==> src/rtl/jtag_pkg.sv <==
// Shared TAP types, opcodes and instruction decode for the JTAG debug path.
package jtag_pkg;

  localparam int IR_WIDTH = 4;

  typedef enum logic [3:0] {
    TEST_LOGIC_RESET,
    RUN_TEST_IDLE,
    SELECT_DR,
    CAPTURE_DR,
    SHIFT_DR,
    EXIT1_DR,
    PAUSE_DR,
    EXIT2_DR,
    UPDATE_DR,
    SELECT_IR,
    CAPTURE_IR,
    SHIFT_IR,
    EXIT1_IR,
    PAUSE_IR,
    EXIT2_IR,
    UPDATE_IR
  } tap_state_t;

  typedef enum logic [1:0] {
    SEL_BYPASS,
    SEL_ID,
    SEL_BSR
  } dr_sel_t;

  typedef struct packed {
    dr_sel_t sel;
    logic    mode;
    logic    dm_reset;
  } ir_decode_t;

  localparam logic [IR_WIDTH-1:0] EXTEST         = 4'b0000;
  localparam logic [IR_WIDTH-1:0] IDCODE         = 4'b0001;
  localparam logic [IR_WIDTH-1:0] SAMPLE_PRELOAD = 4'b0010;
  localparam logic [IR_WIDTH-1:0] INTEST         = 4'b0011;
  localparam logic [IR_WIDTH-1:0] DBG_RESET      = 4'b1000;
  localparam logic [IR_WIDTH-1:0] BYPASS         = 4'b1111;
  localparam logic [IR_WIDTH-1:0] IR_CAPTURE     = 4'b0101;

  // Unlisted opcodes fall through to bypass so an unknown instruction is harmless.
  function automatic ir_decode_t decode_ir(input logic [IR_WIDTH-1:0] ir);
    ir_decode_t d;
    d.sel      = SEL_BYPASS;
    d.mode     = 1'b0;
    d.dm_reset = 1'b0;
    case (ir)
      EXTEST, INTEST: begin
        d.sel  = SEL_BSR;
        d.mode = 1'b1;
      end
      SAMPLE_PRELOAD: d.sel = SEL_BSR;
      IDCODE:         d.sel = SEL_ID;
      DBG_RESET:      d.dm_reset = 1'b1;
      BYPASS:         d.sel = SEL_BYPASS;
      default: ;
    endcase
    return d;
  endfunction

endpackage

==> src/rtl/jtag_tap_controller_if.sv <==
// Serial TAP pins plus the control bundle driven toward the boundary-scan chain.
interface jtag_tap_controller_if;
  import jtag_pkg::*;

  logic                tms;
  logic                tdi;
  logic                tdo;
  logic                bsr_tdo;
  logic                bsr_tdi;
  logic                bsr_capture;
  logic                bsr_shift;
  logic                bsr_update;
  logic                bsr_mode;
  logic                dm_reset;
  logic [IR_WIDTH-1:0] ir_value;

  modport master (
    output tms, tdi, bsr_tdo,
    input  tdo, bsr_tdi, bsr_capture, bsr_shift, bsr_update, bsr_mode, dm_reset, ir_value
  );

  modport slave (
    input  tms, tdi, bsr_tdo,
    output tdo, bsr_tdi, bsr_capture, bsr_shift, bsr_update, bsr_mode, dm_reset, ir_value
  );

endinterface

==> src/rtl/tap_fsm.sv <==
// 16-state IEEE 1149.1 TAP state machine: state register and next-state logic only.
module tap_fsm
  import jtag_pkg::*;
(
  input  logic       tck,
  input  logic       trst,
  input  logic       tms,
  output tap_state_t state
);

  tap_state_t state_next;

  always_ff @(posedge tck or posedge trst) begin
    if (trst) state <= TEST_LOGIC_RESET;
    else      state <= state_next;
  end

  always_comb begin
    state_next = state;
    case (state)
      TEST_LOGIC_RESET: state_next = tms ? TEST_LOGIC_RESET : RUN_TEST_IDLE;
      RUN_TEST_IDLE:    state_next = tms ? SELECT_DR        : RUN_TEST_IDLE;
      SELECT_DR:        state_next = tms ? SELECT_IR        : CAPTURE_DR;
      CAPTURE_DR:       state_next = tms ? EXIT1_DR         : SHIFT_DR;
      SHIFT_DR:         state_next = tms ? EXIT1_DR         : SHIFT_DR;
      EXIT1_DR:         state_next = tms ? UPDATE_DR        : PAUSE_DR;
      PAUSE_DR:         state_next = tms ? EXIT2_DR         : PAUSE_DR;
      EXIT2_DR:         state_next = tms ? UPDATE_DR        : SHIFT_DR;
      UPDATE_DR:        state_next = tms ? SELECT_DR        : RUN_TEST_IDLE;
      SELECT_IR:        state_next = tms ? TEST_LOGIC_RESET : CAPTURE_IR;
      CAPTURE_IR:       state_next = tms ? EXIT1_IR         : SHIFT_IR;
      SHIFT_IR:         state_next = tms ? EXIT1_IR         : SHIFT_IR;
      EXIT1_IR:         state_next = tms ? UPDATE_IR        : PAUSE_IR;
      PAUSE_IR:         state_next = tms ? EXIT2_IR         : PAUSE_IR;
      EXIT2_IR:         state_next = tms ? UPDATE_IR        : SHIFT_IR;
      UPDATE_IR:        state_next = tms ? SELECT_DR        : RUN_TEST_IDLE;
    endcase
  end

endmodule

==> src/rtl/jtag_tap_controller.sv <==
// TAP controller: instruction register, IDCODE/BYPASS data registers and
// instruction decode driving the boundary-scan chain and the core debug reset.
module jtag_tap_controller
  import jtag_pkg::*;
#(
  parameter logic [31:0] IDCODE_VALUE = 32'h1BEE_F0A3
) (
  input  logic                  tck,
  input  logic                  trst,
  jtag_tap_controller_if.slave  tap
);

  tap_state_t          state;
  logic [IR_WIDTH-1:0] ir_shift;
  logic [IR_WIDTH-1:0] ir_latch;
  logic [31:0]         id_shift;
  logic                bypass_bit;
  logic                tdo_q;
  logic                tlr_entry;
  ir_decode_t          dec;

  tap_fsm u_tap_fsm (
    .tck   (tck),
    .trst  (trst),
    .tms   (tap.tms),
    .state (state)
  );

  // SELECT_IR with tms=1 is the only way into TLR, so the reload lands on the entry edge.
  assign tlr_entry = (state == TEST_LOGIC_RESET) || ((state == SELECT_IR) && tap.tms);
  assign dec       = decode_ir(ir_latch);

  always_ff @(posedge tck or posedge trst) begin
    if (trst) begin
      ir_shift <= '0;
      ir_latch <= IDCODE;
    end else begin
      case (state)
        CAPTURE_IR: ir_shift <= IR_CAPTURE;
        SHIFT_IR:   ir_shift <= {tap.tdi, ir_shift[IR_WIDTH-1:1]};
        default: ;
      endcase
      if (tlr_entry)               ir_latch <= IDCODE;
      else if (state == UPDATE_IR) ir_latch <= ir_shift;
    end
  end

  always_ff @(posedge tck or posedge trst) begin
    if (trst) begin
      id_shift   <= '0;
      bypass_bit <= 1'b0;
    end else if (state == CAPTURE_DR) begin
      id_shift   <= IDCODE_VALUE;
      bypass_bit <= 1'b0;
    end else if (state == SHIFT_DR) begin
      if (dec.sel == SEL_ID)     id_shift   <= {tap.tdi, id_shift[31:1]};
      if (dec.sel == SEL_BYPASS) bypass_bit <= tap.tdi;
    end
  end

  // tdo changes on the falling edge so the far end samples it stable on the next rising edge.
  always_ff @(negedge tck or posedge trst) begin
    if (trst) begin
      tdo_q <= 1'b0;
    end else begin
      case (state)
        SHIFT_IR: tdo_q <= ir_shift[0];
        SHIFT_DR: begin
          case (dec.sel)
            SEL_ID:  tdo_q <= id_shift[0];
            SEL_BSR: tdo_q <= tap.bsr_tdo;
            default: tdo_q <= bypass_bit;
          endcase
        end
        default: tdo_q <= 1'b0;
      endcase
    end
  end

  always_comb begin
    tap.bsr_capture = 1'b0;
    tap.bsr_shift   = 1'b0;
    tap.bsr_update  = 1'b0;
    if (dec.sel == SEL_BSR) begin
      tap.bsr_capture = (state == CAPTURE_DR);
      tap.bsr_shift   = (state == SHIFT_DR);
      tap.bsr_update  = (state == UPDATE_DR);
    end
  end

  assign tap.tdo      = tdo_q;
  assign tap.bsr_tdi  = tap.tdi;
  assign tap.bsr_mode = dec.mode;
  assign tap.dm_reset = dec.dm_reset;
  assign tap.ir_value = ir_latch;

endmodule

==> src/flat_wrapper.sv <==
// flat-port wrapper written by rule: the top's interface ports become plain ports
module jtag_tap_controller_flat import jtag_pkg::*;
#(
  parameter logic [31:0] IDCODE_VALUE = 32'h1BEE_F0A3
)
  (tck, trst, tap_tms, tap_tdi, tap_bsr_tdo, tap_tdo, tap_bsr_tdi, tap_bsr_capture, tap_bsr_shift, tap_bsr_update, tap_bsr_mode, tap_dm_reset, tap_ir_value);
  jtag_tap_controller_if tap_i ();
  input  logic tck;
  input  logic trst;
  input wire logic [$bits(tap_i.tms)-1:0] tap_tms;
  input wire logic [$bits(tap_i.tdi)-1:0] tap_tdi;
  input wire logic [$bits(tap_i.bsr_tdo)-1:0] tap_bsr_tdo;
  output wire logic [$bits(tap_i.tdo)-1:0] tap_tdo;
  output wire logic [$bits(tap_i.bsr_tdi)-1:0] tap_bsr_tdi;
  output wire logic [$bits(tap_i.bsr_capture)-1:0] tap_bsr_capture;
  output wire logic [$bits(tap_i.bsr_shift)-1:0] tap_bsr_shift;
  output wire logic [$bits(tap_i.bsr_update)-1:0] tap_bsr_update;
  output wire logic [$bits(tap_i.bsr_mode)-1:0] tap_bsr_mode;
  output wire logic [$bits(tap_i.dm_reset)-1:0] tap_dm_reset;
  output wire logic [$bits(tap_i.ir_value)-1:0] tap_ir_value;
  assign tap_i.tms = tap_tms;
  assign tap_i.tdi = tap_tdi;
  assign tap_i.bsr_tdo = tap_bsr_tdo;
  assign tap_tdo = tap_i.tdo;
  assign tap_bsr_tdi = tap_i.bsr_tdi;
  assign tap_bsr_capture = tap_i.bsr_capture;
  assign tap_bsr_shift = tap_i.bsr_shift;
  assign tap_bsr_update = tap_i.bsr_update;
  assign tap_bsr_mode = tap_i.bsr_mode;
  assign tap_dm_reset = tap_i.dm_reset;
  assign tap_ir_value = tap_i.ir_value;
  jtag_tap_controller #(.IDCODE_VALUE(IDCODE_VALUE)) u_core (.tck(tck), .trst(trst), .tap(tap_i));
endmodule
==> config.mk <==
export PLATFORM = sky130hd
export DESIGN_NAME = jtag_tap_controller_flat
export DESIGN_NICKNAME = d
export VERILOG_FILES = /design/src/rtl/jtag_pkg.sv /design/src/rtl/jtag_tap_controller_if.sv /design/src/rtl/tap_fsm.sv /design/src/rtl/jtag_tap_controller.sv /design/src/flat_wrapper.sv
export SDC_FILE = /design/constraint.sdc
export NUM_CORES = 1
export LEC_CHECK = 0
export ABC_AREA = 1
export BUFFER_PORTS_ARGS = -buffer_cell sky130_fd_sc_hd__buf_4
export CORE_MARGIN = 8
export CORE_UTILIZATION = 44
export DETAILED_ROUTE_END_ITERATION = 12
export GPL_ROUTABILITY_DRIVEN = 1
export SLEW_MARGIN = 20
export SYNTH_ARGS = -nofsm -noshare
export SYNTH_HDL_FRONTEND = slang
export SYNTH_SLANG_ARGS = --single-unit
==> constraint.sdc <==
create_clock -name tck -period 1.4 [get_ports tck]
set_input_delay 0.21 -clock tck [delete_from_list [all_inputs] [get_ports tck]]
set_output_delay 0.21 -clock tck [all_outputs]
set_load 0.01 [all_outputs]
-- Yosys cells after proc, flatten, opt, wreduce, memory -nomap -nowiden
Index checks and enable logic that the tools add are counted.
- register bits: 46
- bits in latches: 0
- memory bits (writable): 0
- bits in read-only memories: 0
- input port bits: 5
- output and inout bits: 11
- memories kept: 0
- add/subtract/negate cells: 0
- multipliers: 0
- div/mod/pow operators: 0
- magnitude comparators: 0
- eq/ne operators: 21
- shift operators: 0
- mux-type cells: 30
- bitwise gates (word level): 0
- reduce and logical (&&, ||, !) cells: 17
- operators by type and width (cell ; count):
    $mux 32 ; 3
    $pmux 4 s12 ; 1
    $eq 4x4->1 const B ; 9
    $mux 4 ; 6
    $eq 4x2->1 const B ; 4
    $eq 4x3->1 const B ; 4
    $mux 1 ; 11
    $reduce_bool 2->1 ; 5
    $eq 4x1->1 const B ; 2
    $logic_not 4->1 ; 2
    $pmux 4 s2 ; 1
    $mux 2 ; 3
    $mux 3 ; 2
    $reduce_or 2->1 ; 3
    $reduce_or 3->1 ; 2
    $pmux 1 s2 ; 2
    $pmux 2 s2 ; 1
    $reduce_and 2->1 ; 2
    $eq 2x1->1 const B ; 1
    $eq 2x2->1 const B ; 1
    $logic_not 2->1 ; 1
    $logic_and 1x1->1 ; 1
    $logic_or 1x1->1 ; 1

-- Longest topological paths before layout
Gate-level depths: netlist of the first run.
- depth after elaboration: 7
- depth in mapped cells: 8
- mapped depth without buffers: 7

-- By module
From an unflattened synthesis of the first run, not the netlist that was laid out.
- cells, all modules: 331
- area, all modules: 2436.1 um2
- modules (own cells, without submodules) (module ; times used ; cells an instance ; area each (um2) ; sequential area each (um2)):
    jtag_tap_controller ; 1 ; 271 ; 2085.8 ; 1052.3
    tap_fsm ; 1 ; 60 ; 350.3 ; 100.1

==> results of run 1 <==
## synth_stat cells
master,count
sky130_fd_sc_hd__buf_6,7
sky130_fd_sc_hd__a22oi_1,1
sky130_fd_sc_hd__nand4_1,4
sky130_fd_sc_hd__dfstp_2,1
sky130_fd_sc_hd__inv_2,2
sky130_fd_sc_hd__nand2_4,2
sky130_fd_sc_hd__nor2_2,3
sky130_fd_sc_hd__inv_1,15
sky130_fd_sc_hd__buf_4,2
sky130_fd_sc_hd__nor3_1,1
sky130_fd_sc_hd__nor2_4,2
sky130_fd_sc_hd__nand2_1,118
sky130_fd_sc_hd__inv_4,1
sky130_fd_sc_hd__nor2_1,12
sky130_fd_sc_hd__dfrtp_1,44
sky130_fd_sc_hd__nor2_8,1
sky130_fd_sc_hd__o21bai_1,2
sky130_fd_sc_hd__a21oi_1,24
sky130_fd_sc_hd__nand3_1,11
sky130_fd_sc_hd__o21ai_0,6
sky130_fd_sc_hd__o22ai_1,2
sky130_fd_sc_hd__dfrtn_1,1
## through the flow
stage / setup slack [ns] / power (mW)
2_1_floorplan: -0.329 / 3.73
3_3_place_gp: -0.258 / 4.34
3_5_place_dp: -0.276 / 4.39
4_1_cts: -0.320 / 6.25
5_1_grt: -0.347 / 6.87
6_report: -0.312 / 6.43
## final timing paths
path | start | to
min reg2reg | u_core.id_shift[4] | u_core.id_shift[3]
max in group asynchronous | trst | u_core.tap.tdo
max reg2reg | u_core.tap.ir_value[0] | u_core.tap.tdo
min | tap_tdi | u_core.ir_shift[3]
min in group asynchronous | trst | u_core.id_shift[27]
max | u_core.tap.tdo | tap_tdo
## logic make-up (layout without fill, tap and decap cells)
| logic type | count (synthesis) | after routing |
|---|---|---|
| AOI/OAI and AO/OA | 35 | 35 |
| buffers and inverters | 27 | 88 |
| DFF | 46 | 46 |
| and+or+nand+nor | 154 | 156 |
## registers in the layout, summed over array words and instances (netlist names)
signal                  flops
u_core.tap.tdo              1
u_core.u_tap_fsm.state      4
u_core.tap.ir_value         4
u_core.ir_shift             4
u_core.bypass_bit           1
u_core.id_shift            32
## power by group through the flow
stage	logic, mW	clock network [mW]	registers, mW
floorplan	1.56	0	2.17
global placement	2.14	0	2.19
detailed placement	2.18	0	2.20
CTS	3.01	1.02	2.22
global route	3.46	1.06	2.35
finish	3.16	0.981	2.29
## per-layer routing
layer	wire (µm)	global-route usage, %
met1	2450	19.8
met2	2680	24.6
met3	288	3.82
met4	63	5.25
met5	0	0
## cell usage in the layout (no fill, tap or decap), drive strengths merged
| cell type | synthesis | layout |
|---|---|---|
| dfrtn | 1 | 1 |
| bufinv | 0 | 1 |
| o22ai | 2 | 2 |
| nor2 | 18 | 20 |
| o21bai | 2 | 2 |
| nand3 | 11 | 11 |
| inv | 18 | 17 |
| dlygate4sd3 | 0 | 1 |
| nand4 | 4 | 4 |
| a21oi | 24 | 24 |
| o21ai | 6 | 6 |
| nor3 | 1 | 1 |
| clkinvlp | 0 | 2 |
| clkbuf | 0 | 6 |
| a22oi | 1 | 1 |
| dfrtp | 44 | 44 |
| nand2 | 120 | 120 |
| buf | 9 | 61 |
| dfstp | 1 | 1 |
## timing repair
action                                  4_1_cts  5_1_grt
buffers inserted                             15        1
hold buffers                                  1        0
gates resized for setup                      48       36
pin swaps                                    15       24
endpoints found under the setup margin       39       45
endpoints found under the hold margin        18        0
cloned                                        5        0
## final cells by class
type	count	area share, %
flip-flops and latches	46	37.5
multi-input cells	191	33.5
repair buffers	62	20.2
well taps	67	2.73
inverters	18	2.48
clock buffers	6	2.36
clock inverters	2	1.22
==> metrics.txt, run 1 <==
# TYPE chip_impl_metric gauge
chip_impl_metric{name="crit_path_max_incr_delay",unit="ns"} 0.40
chip_impl_metric{name="first_pass_grt_wire_length",unit="mm"} 9.11
chip_impl_metric{name="synthesized_area_fraction_occupied_by_ao_oa_aoi_and_oai_cells",unit="%"} 8.58
chip_impl_metric{name="die_h",unit="µm"} 86.0
chip_impl_metric{name="placedCellCount",unit=""} 366
chip_impl_metric{name="slew_violations",unit=""} 0
chip_impl_metric{name="detail_route.drc_violations",unit=""} 0
chip_impl_metric{name="drt_iter0_drc",unit=""} 73
chip_impl_metric{name="powerDensity",unit="nW/µm²"} 2090
chip_impl_metric{name="synth_fa_ha_area_share",unit="%"} 0
chip_impl_metric{name="setup-tns-final",unit="ns"} -8.10
chip_impl_metric{name="r2r.worst_path.cells",unit=""} 5
chip_impl_metric{name="swShare",unit="%"} 39.0
chip_impl_metric{name="synth_nets",unit=""} 267
chip_impl_info{name="startpoint_type",value="register"} 1
chip_impl_metric{name="drtPass1Iterations",unit=""} 4
chip_impl_metric{name="yosysWarnings",unit=""} 0
chip_impl_info{name="violations",value="setup timing"} 1
chip_impl_metric{name="max-vdd-ir-drop",unit="mV"} 0.970
chip_impl_metric{name="timing.hold.worst_path_depth",unit=""} 3
chip_impl_metric{name="timing_hold_violations_final",unit=""} 0
chip_impl_metric{name="utilization",unit="%"} 65.1
chip_impl_metric{name="synth_area_per_inst",unit="µm²"} 8.24
chip_impl_metric{name="post_drt_via_cell_ratio",unit=""} 4.93
chip_impl_info{name="main_combinational_cell_family_by_area_after_synthesis",value="simple AND/OR/NAND/NOR gates"} 1
chip_impl_metric{name="ff2ff_setup_slack",unit="ns"} -0.28
chip_impl_metric{name="drt_wl_total",unit="mm"} 5.49
chip_impl_metric{name="power.combinational.fraction",unit="%"} 49.1
chip_impl_metric{name="start_util",unit="%"} 45.7
chip_impl_metric{name="synth.lib_cells_used.distinct",unit=""} 22
chip_impl_info{name="leading_cell_types_by_total_area_after_synthesis",value="sky130_fd_sc_hd__dfrtp_1 (51%), sky130_fd_sc_hd__nand2_1 (21%), sky130_fd_sc_hd__a21oi_1 (5.6%)"} 1
chip_impl_metric{name="p_int",unit="mW"} 3.92
chip_impl_metric{name="antenna_found_initial",unit=""} 0
chip_impl_metric{name="clock_path_buffers",unit=""} 2
chip_impl_metric{name="tightest_slew",unit="ns"} 0.329
chip_impl_metric{name="rows",unit=""} 25
chip_impl_metric{name="stdcell_area",unit="µm²"} 3070
chip_impl_metric{name="placed_area",unit="µm²"} 2510
chip_impl_metric{name="mappedNetlistArea",unit="µm²"} 2160
chip_impl_metric{name="ant_nets",unit=""} 0
chip_impl_metric{name="max_h_tree_level",unit=""} 2
chip_impl_metric{name="multi_input_comb_area",unit="µm²"} 1030
chip_impl_metric{name="timing.clock.skew",unit="ns"} 0.00365
chip_impl_metric{name="postSynthCellCount",unit=""} 262
chip_impl_metric{name="synth-seq-area-share",unit="%"} 53.4
chip_impl_info{name="hold_path.class",value="input port to register"} 1
chip_impl_metric{name="final_nets",unit=""} 329
chip_impl_metric{name="gp_congestion",unit=""} 0.816
chip_impl_metric{name="clock_power_share",unit="%"} 15.3
chip_impl_metric{name="dieWidth",unit="µm"} 86.0
chip_impl_metric{name="worst_slew_margin_rel",unit="%"} 78.1
chip_impl_metric{name="dp_hpwl",unit="mm"} 3.10
chip_impl_metric{name="via_count_of_the_first_global_routing_pass",unit=""} 1879
chip_impl_metric{name="cp_num_cells",unit=""} 1
chip_impl_info{name="timing.critical_path.cells",value="buf_6"} 1
chip_impl_metric{name="synth_seq_cells",unit=""} 46
chip_impl_metric{name="critical_path.max_fanout",unit=""} 1
chip_impl_metric{name="fillerInstances",unit=""} 392
chip_impl_metric{name="total_leakage_power",unit="nW"} 1.61
chip_impl_metric{name="placement.io_buffers",unit=""} 15
chip_impl_metric{name="cts.clk_slew.worst_paths",unit="ns"} 0.08
chip_impl_info{name="timing.critical_path.max_delay_family",value="flip-flops"} 1
chip_impl_info{name="cts.root.buffer_cell",value="sky130_fd_sc_hd__clkbuf_8"} 1
chip_impl_metric{name="post_synth_and_or_nand_nor_area_fraction",unit="%"} 30.4
chip_impl_info{name="unrepaired_setup_endpoints_after_global_routing",value="yes"} 1
chip_impl_metric{name="p_seq_share",unit="%"} 35.6
chip_impl_metric{name="timing.final.setup_violations",unit=""} 39
chip_impl_metric{name="tritoncts_buffers",unit=""} 5
chip_impl_metric{name="timing.critical_path.arrival",unit="ns"} 1.50
chip_impl_metric{name="synth_largest_type_area_fraction",unit="%"} 51.0
chip_impl_metric{name="fin_hold_ws",unit="ns"} 0.136
chip_impl_info{name="cp_slowest_cell",value="sky130_fd_sc_hd__dfrtn_1"} 1
chip_impl_metric{name="design.core.area",unit="µm²"} 4720
chip_impl_info{name="end_kind",value="primary output"} 1
chip_impl_metric{name="required_time_reported_for_the_critical_path_endpoint",unit="ns"} 1.19
chip_impl_info{name="yosys.area.top_type",value="sky130_fd_sc_hd__dfrtp_1"} 1
chip_impl_metric{name="max_cap_viol_count",unit=""} 0
chip_impl_metric{name="synth-xor-area-share",unit="%"} 0
chip_impl_metric{name="timing.final.ws_setup",unit="ns"} -0.312
chip_impl_info{name="outcome",value="finished with violations"} 1
chip_impl_metric{name="avgRoutedWirePerCell",unit="µm"} 14.0
chip_impl_metric{name="antenna_cells_inserted",unit=""} 0
chip_impl_metric{name="grt_use_total",unit="%"} 15.5
chip_impl_metric{name="later_pin_clock_latency_in_the_skew_report",unit="ns"} 0.30
chip_impl_info{name="worstSetupPathType",value="register to primary output"} 1
chip_impl_metric{name="route.vias.total",unit=""} 1932
chip_impl_metric{name="fin_cells",unit=""} 392
chip_impl_metric{name="final_layout_size_suffix_gt1_share",unit="%"} 41.5
chip_impl_metric{name="area_delta_synth_final",unit="%"} 42.4
chip_impl_metric{name="p_sw",unit="mW"} 2.51
chip_impl_metric{name="grt_overflow_total",unit=""} 0
chip_impl_metric{name="boundaryPins",unit=""} 16
chip_impl_metric{name="fp.dieArea",unit="µm²"} 7400
chip_impl_info{name="cts_tree",value="done"} 1
chip_impl_metric{name="critPathBufInv",unit=""} 1
chip_impl_metric{name="grt_max_degree",unit=""} 27
chip_impl_metric{name="yosys-mux-area-fraction",unit="%"} 0
chip_impl_metric{name="ff_latch_area",unit="µm²"} 1150
chip_impl_metric{name="cts_num_sinks",unit=""} 46
(Power assumes the default switching activity.)
==> run 2, diff against run 1 <==
--- a/config.mk
+++ b/config.mk
@@ -9,8 +9,9 @@
 export BUFFER_PORTS_ARGS = -buffer_cell sky130_fd_sc_hd__buf_4
 export CORE_MARGIN = 8
 export CORE_UTILIZATION = 44
+export CTS_BUF_LIST = sky130_fd_sc_hd__clkbuf_8
 export DETAILED_ROUTE_END_ITERATION = 12
-export GPL_ROUTABILITY_DRIVEN = 1
+export GPL_ROUTABILITY_DRIVEN = 0
 export SLEW_MARGIN = 20
 export SYNTH_ARGS = -nofsm -noshare
 export SYNTH_HDL_FRONTEND = slang
==> constraint.sdc (replaced) <==
create_clock -name tck -period 2.1 [get_ports tck]
set_input_delay 0.315 -clock tck [delete_from_list [all_inputs] [get_ports tck]]
set_output_delay 0.315 -clock tck [all_outputs]
set_load 0.01 [all_outputs]
==> run 2 against run 1 <==
  * The flow still finishes with violations (setup timing)
  * Clock skew up 0.0021 ns
  * Global-route usage shrank 2.8 points
  * Non-clock buffer count is 33 lower
  * Sequential share of layout area increased by 8.8 points
  * Flip-flop and latch count did not move
  * Critical endpoint unchanged
==> metrics.txt, run 2 (synthesis gave the netlist of run 1 again) <==
# TYPE chip_impl_metric gauge
chip_impl_metric{name="preCtsSetupSlack",unit="ns"} 0.0647
chip_impl_metric{name="required_time_reported_for_the_critical_path_endpoint",unit="ns"} 1.78
chip_impl_metric{name="timing.critical_path.arrival",unit="ns"} 1.85
chip_impl_metric{name="clock_path_buffers",unit=""} 2
chip_impl_metric{name="later_pin_clock_latency_in_the_skew_report",unit="ns"} 0.30
chip_impl_metric{name="powerDensity",unit="nW/µm²"} 1330
chip_impl_info{name="end_kind",value="primary output"} 1
chip_impl_metric{name="worst_slew_margin_rel",unit="%"} 62.2
chip_impl_metric{name="first_pass_grt_wire_length",unit="mm"} 7.53
chip_impl_metric{name="crit_path_max_incr_delay",unit="ns"} 0.39
chip_impl_metric{name="timing_hold_violations_final",unit=""} 0
chip_impl_metric{name="max_cap_viol_count",unit=""} 0
chip_impl_metric{name="start_util",unit="%"} 45.7
chip_impl_metric{name="max_h_tree_level",unit=""} 2
chip_impl_metric{name="drt_wl_total",unit="mm"} 4.23
chip_impl_metric{name="final_layout_size_suffix_gt1_share",unit="%"} 19.0
chip_impl_info{name="cts_tree",value="done"} 1
chip_impl_info{name="cts.root.buffer_cell",value="sky130_fd_sc_hd__clkbuf_8"} 1
chip_impl_metric{name="design.core.area",unit="µm²"} 4720
chip_impl_metric{name="placed_area",unit="µm²"} 2380
chip_impl_info{name="startpoint_type",value="register"} 1
chip_impl_info{name="violations",value="setup timing"} 1
chip_impl_metric{name="boundaryPins",unit=""} 16
chip_impl_metric{name="rows",unit=""} 25
chip_impl_info{name="final_cell_mix",value="sky130_fd_sc_hd__nand2_1 (116), sky130_fd_sc_hd__dfrtp_1 (43), sky130_fd_sc_hd__buf_4 (28), sky130_fd_sc_hd__a21oi_1 (24), sky130_fd_sc_hd__inv_1 (14)"} 1
chip_impl_metric{name="fillerInstances",unit=""} 470
chip_impl_metric{name="timing.final.ws_setup",unit="ns"} -0.0678
chip_impl_metric{name="tightest_slew",unit="ns"} 0.567
chip_impl_info{name="worstSetupPathType",value="register to primary output"} 1
chip_impl_info{name="timing.critical_path.cells",value="buf_4"} 1
chip_impl_metric{name="grt_use_total",unit="%"} 12.7
chip_impl_info{name="unrepaired_setup_endpoints_after_global_routing",value="yes"} 1
chip_impl_metric{name="total_leakage_power",unit="nW"} 1.36
chip_impl_info{name="regToRegStartpoint",value="u_core.tap.ir_value[0]"} 1
chip_impl_metric{name="timing.clock.skew",unit="ns"} 0.00577
chip_impl_info{name="timing.rr.end",value="u_core.tap.tdo"} 1
chip_impl_metric{name="antenna_cells_inserted",unit=""} 0
chip_impl_metric{name="dp_hpwl",unit="mm"} 2.95
chip_impl_metric{name="avgRoutedWirePerCell",unit="µm"} 11.9
chip_impl_metric{name="post_drt_via_cell_ratio",unit=""} 4.81
chip_impl_metric{name="route.vias.total",unit=""} 1717
chip_impl_info{name="largest_register",value="u_core.id_shift"} 1
chip_impl_metric{name="dieWidth",unit="µm"} 86.0
chip_impl_metric{name="die_h",unit="µm"} 86.0
chip_impl_info{name="cp_slowest_cell",value="sky130_fd_sc_hd__dfrtn_1"} 1
chip_impl_metric{name="fp.dieArea",unit="µm²"} 7400
chip_impl_metric{name="cts_num_sinks",unit=""} 46
chip_impl_metric{name="detail_route.drc_violations",unit=""} 0
chip_impl_metric{name="antenna_found_initial",unit=""} 0
chip_impl_metric{name="via_count_of_the_first_global_routing_pass",unit=""} 1666
chip_impl_metric{name="stdcell_area",unit="µm²"} 2490
chip_impl_metric{name="placement.io_buffers",unit=""} 15
chip_impl_metric{name="slew_violations",unit=""} 0
chip_impl_metric{name="grt_overflow_total",unit=""} 0
chip_impl_metric{name="ant_nets",unit=""} 0
chip_impl_info{name="timing.critical_path.max_delay_family",value="flip-flops"} 1
chip_impl_metric{name="critical_path.max_fanout",unit=""} 1
chip_impl_metric{name="drtPass1Iterations",unit=""} 4
chip_impl_metric{name="r2r.worst_path.cells",unit=""} 5
chip_impl_metric{name="timing.final.setup_violations",unit=""} 1
chip_impl_metric{name="area_delta_synth_final",unit="%"} 15.3
chip_impl_metric{name="ff2ff_setup_slack",unit="ns"} 0.05
chip_impl_metric{name="final_nets",unit=""} 294
chip_impl_metric{name="critPathBufInv",unit=""} 1
chip_impl_metric{name="tritoncts_buffers",unit=""} 5
chip_impl_metric{name="grt_max_degree",unit=""} 46
chip_impl_metric{name="max-vdd-ir-drop",unit="mV"} 0.570
chip_impl_metric{name="cts.clk_slew.worst_paths",unit="ns"} 0.09
chip_impl_info{name="outcome",value="finished with violations"} 1
chip_impl_info{name="mostFrequentLayoutCell",value="sky130_fd_sc_hd__nand2_1"} 1
chip_impl_info{name="hold_path.class",value="input port to asynchronous set/reset pin"} 1
chip_impl_metric{name="drt_iter0_drc",unit=""} 99
chip_impl_metric{name="largest_register_ff_count",unit=""} 32
-- run 2: changes by cell type in the layout (fill, tap and decap cells not counted), sizes merged --
cell | previous run | this run
bufinv | 1 | 0
dlygate4sd3 | 1 | 0
buf | 61 | 29
clkinv | 0 | 2
clkbuf | 6 | 5
nor2 | 20 | 18
-- run 2: how the worst max path moves through the flow --
stage | from | to | slack, ns | cells past startpoint
4_1_cts | u_core.tap.tdo | tap_tdo | -0.08 | 1
3_5_place_dp | u_core.tap.ir_value[0] | u_core.tap.tdo | 0.06 | 5
5_1_grt | u_core.tap.tdo | tap_tdo | -0.1 | 1
3_3_place_gp | u_core.tap.ir_value[0] | u_core.tap.tdo | 0.09 | 5
2_1_floorplan | u_core.tap.ir_value[3] | u_core.tap.tdo | 0.02 | 6
6_report | u_core.tap.tdo | tap_tdo | -0.07 | 1
-- run 2: layout make-up --
class                           count  area, µm²  area share [%]
Sequential cell                    46       1150            46.4
Timing Repair Buffer               29        230            9.25
Inverter                           18       73.8            2.97
Multi-Input combinational cell    189        857            34.4
Clock inverter                      3       21.3           0.855
Tap cell                           67       83.8            3.37
Clock buffer                        5       68.8            2.77
-- run 2: routing by layer --
metal	GRT usage, %	wire, µm	part of all wire [%]	vias to the layer above
met2	19.8	1880	44	26
met5	0	0	0	-
met1	16.1	2110	50	802
met4	6.37	77	1.8	0
met3	2.77	164	3.9	7
li1	-	-	-	882
-- run 2: per-stage QoR --
| step | hold WS, ns | total power, mW | setup TNS [ns] | utilization (%) | std cells |
|---|---|---|---|---|---|
| final | 0.187 | 3.30 | -0.0678 | 52.7 | 357 |
| after global routing | 0.234 | 3.59 | -0.117 | 52.7 | 357 |
| after CTS | 0.204 | 3.32 | -0.0842 | 52.3 | 357 |
| after detailed placement | 0.459 | 2.77 | 0 | 50.4 | 349 |
| after global placement | 0.454 | 2.75 | 0 | 50.4 | 349 |
| after floorplan | 0.332 | 2.49 | 0 | - | 262 |
-- run 2: repair_timing --
item	in CTS	in global routing
gates cloned	0	0
setup buffers	0	0
pin swaps	0	4
hold buffers	0	0
setup endpoints to repair	1	2
resized for setup	0	5
-- run 2: where the power goes --
part           internal [mW]  switching (mW)  total [mW]
Combinational          0.495           0.796        1.29
Clock                  0.234           0.305       0.539
Sequential              1.26           0.213        1.47
Total                   1.99            1.31        3.30
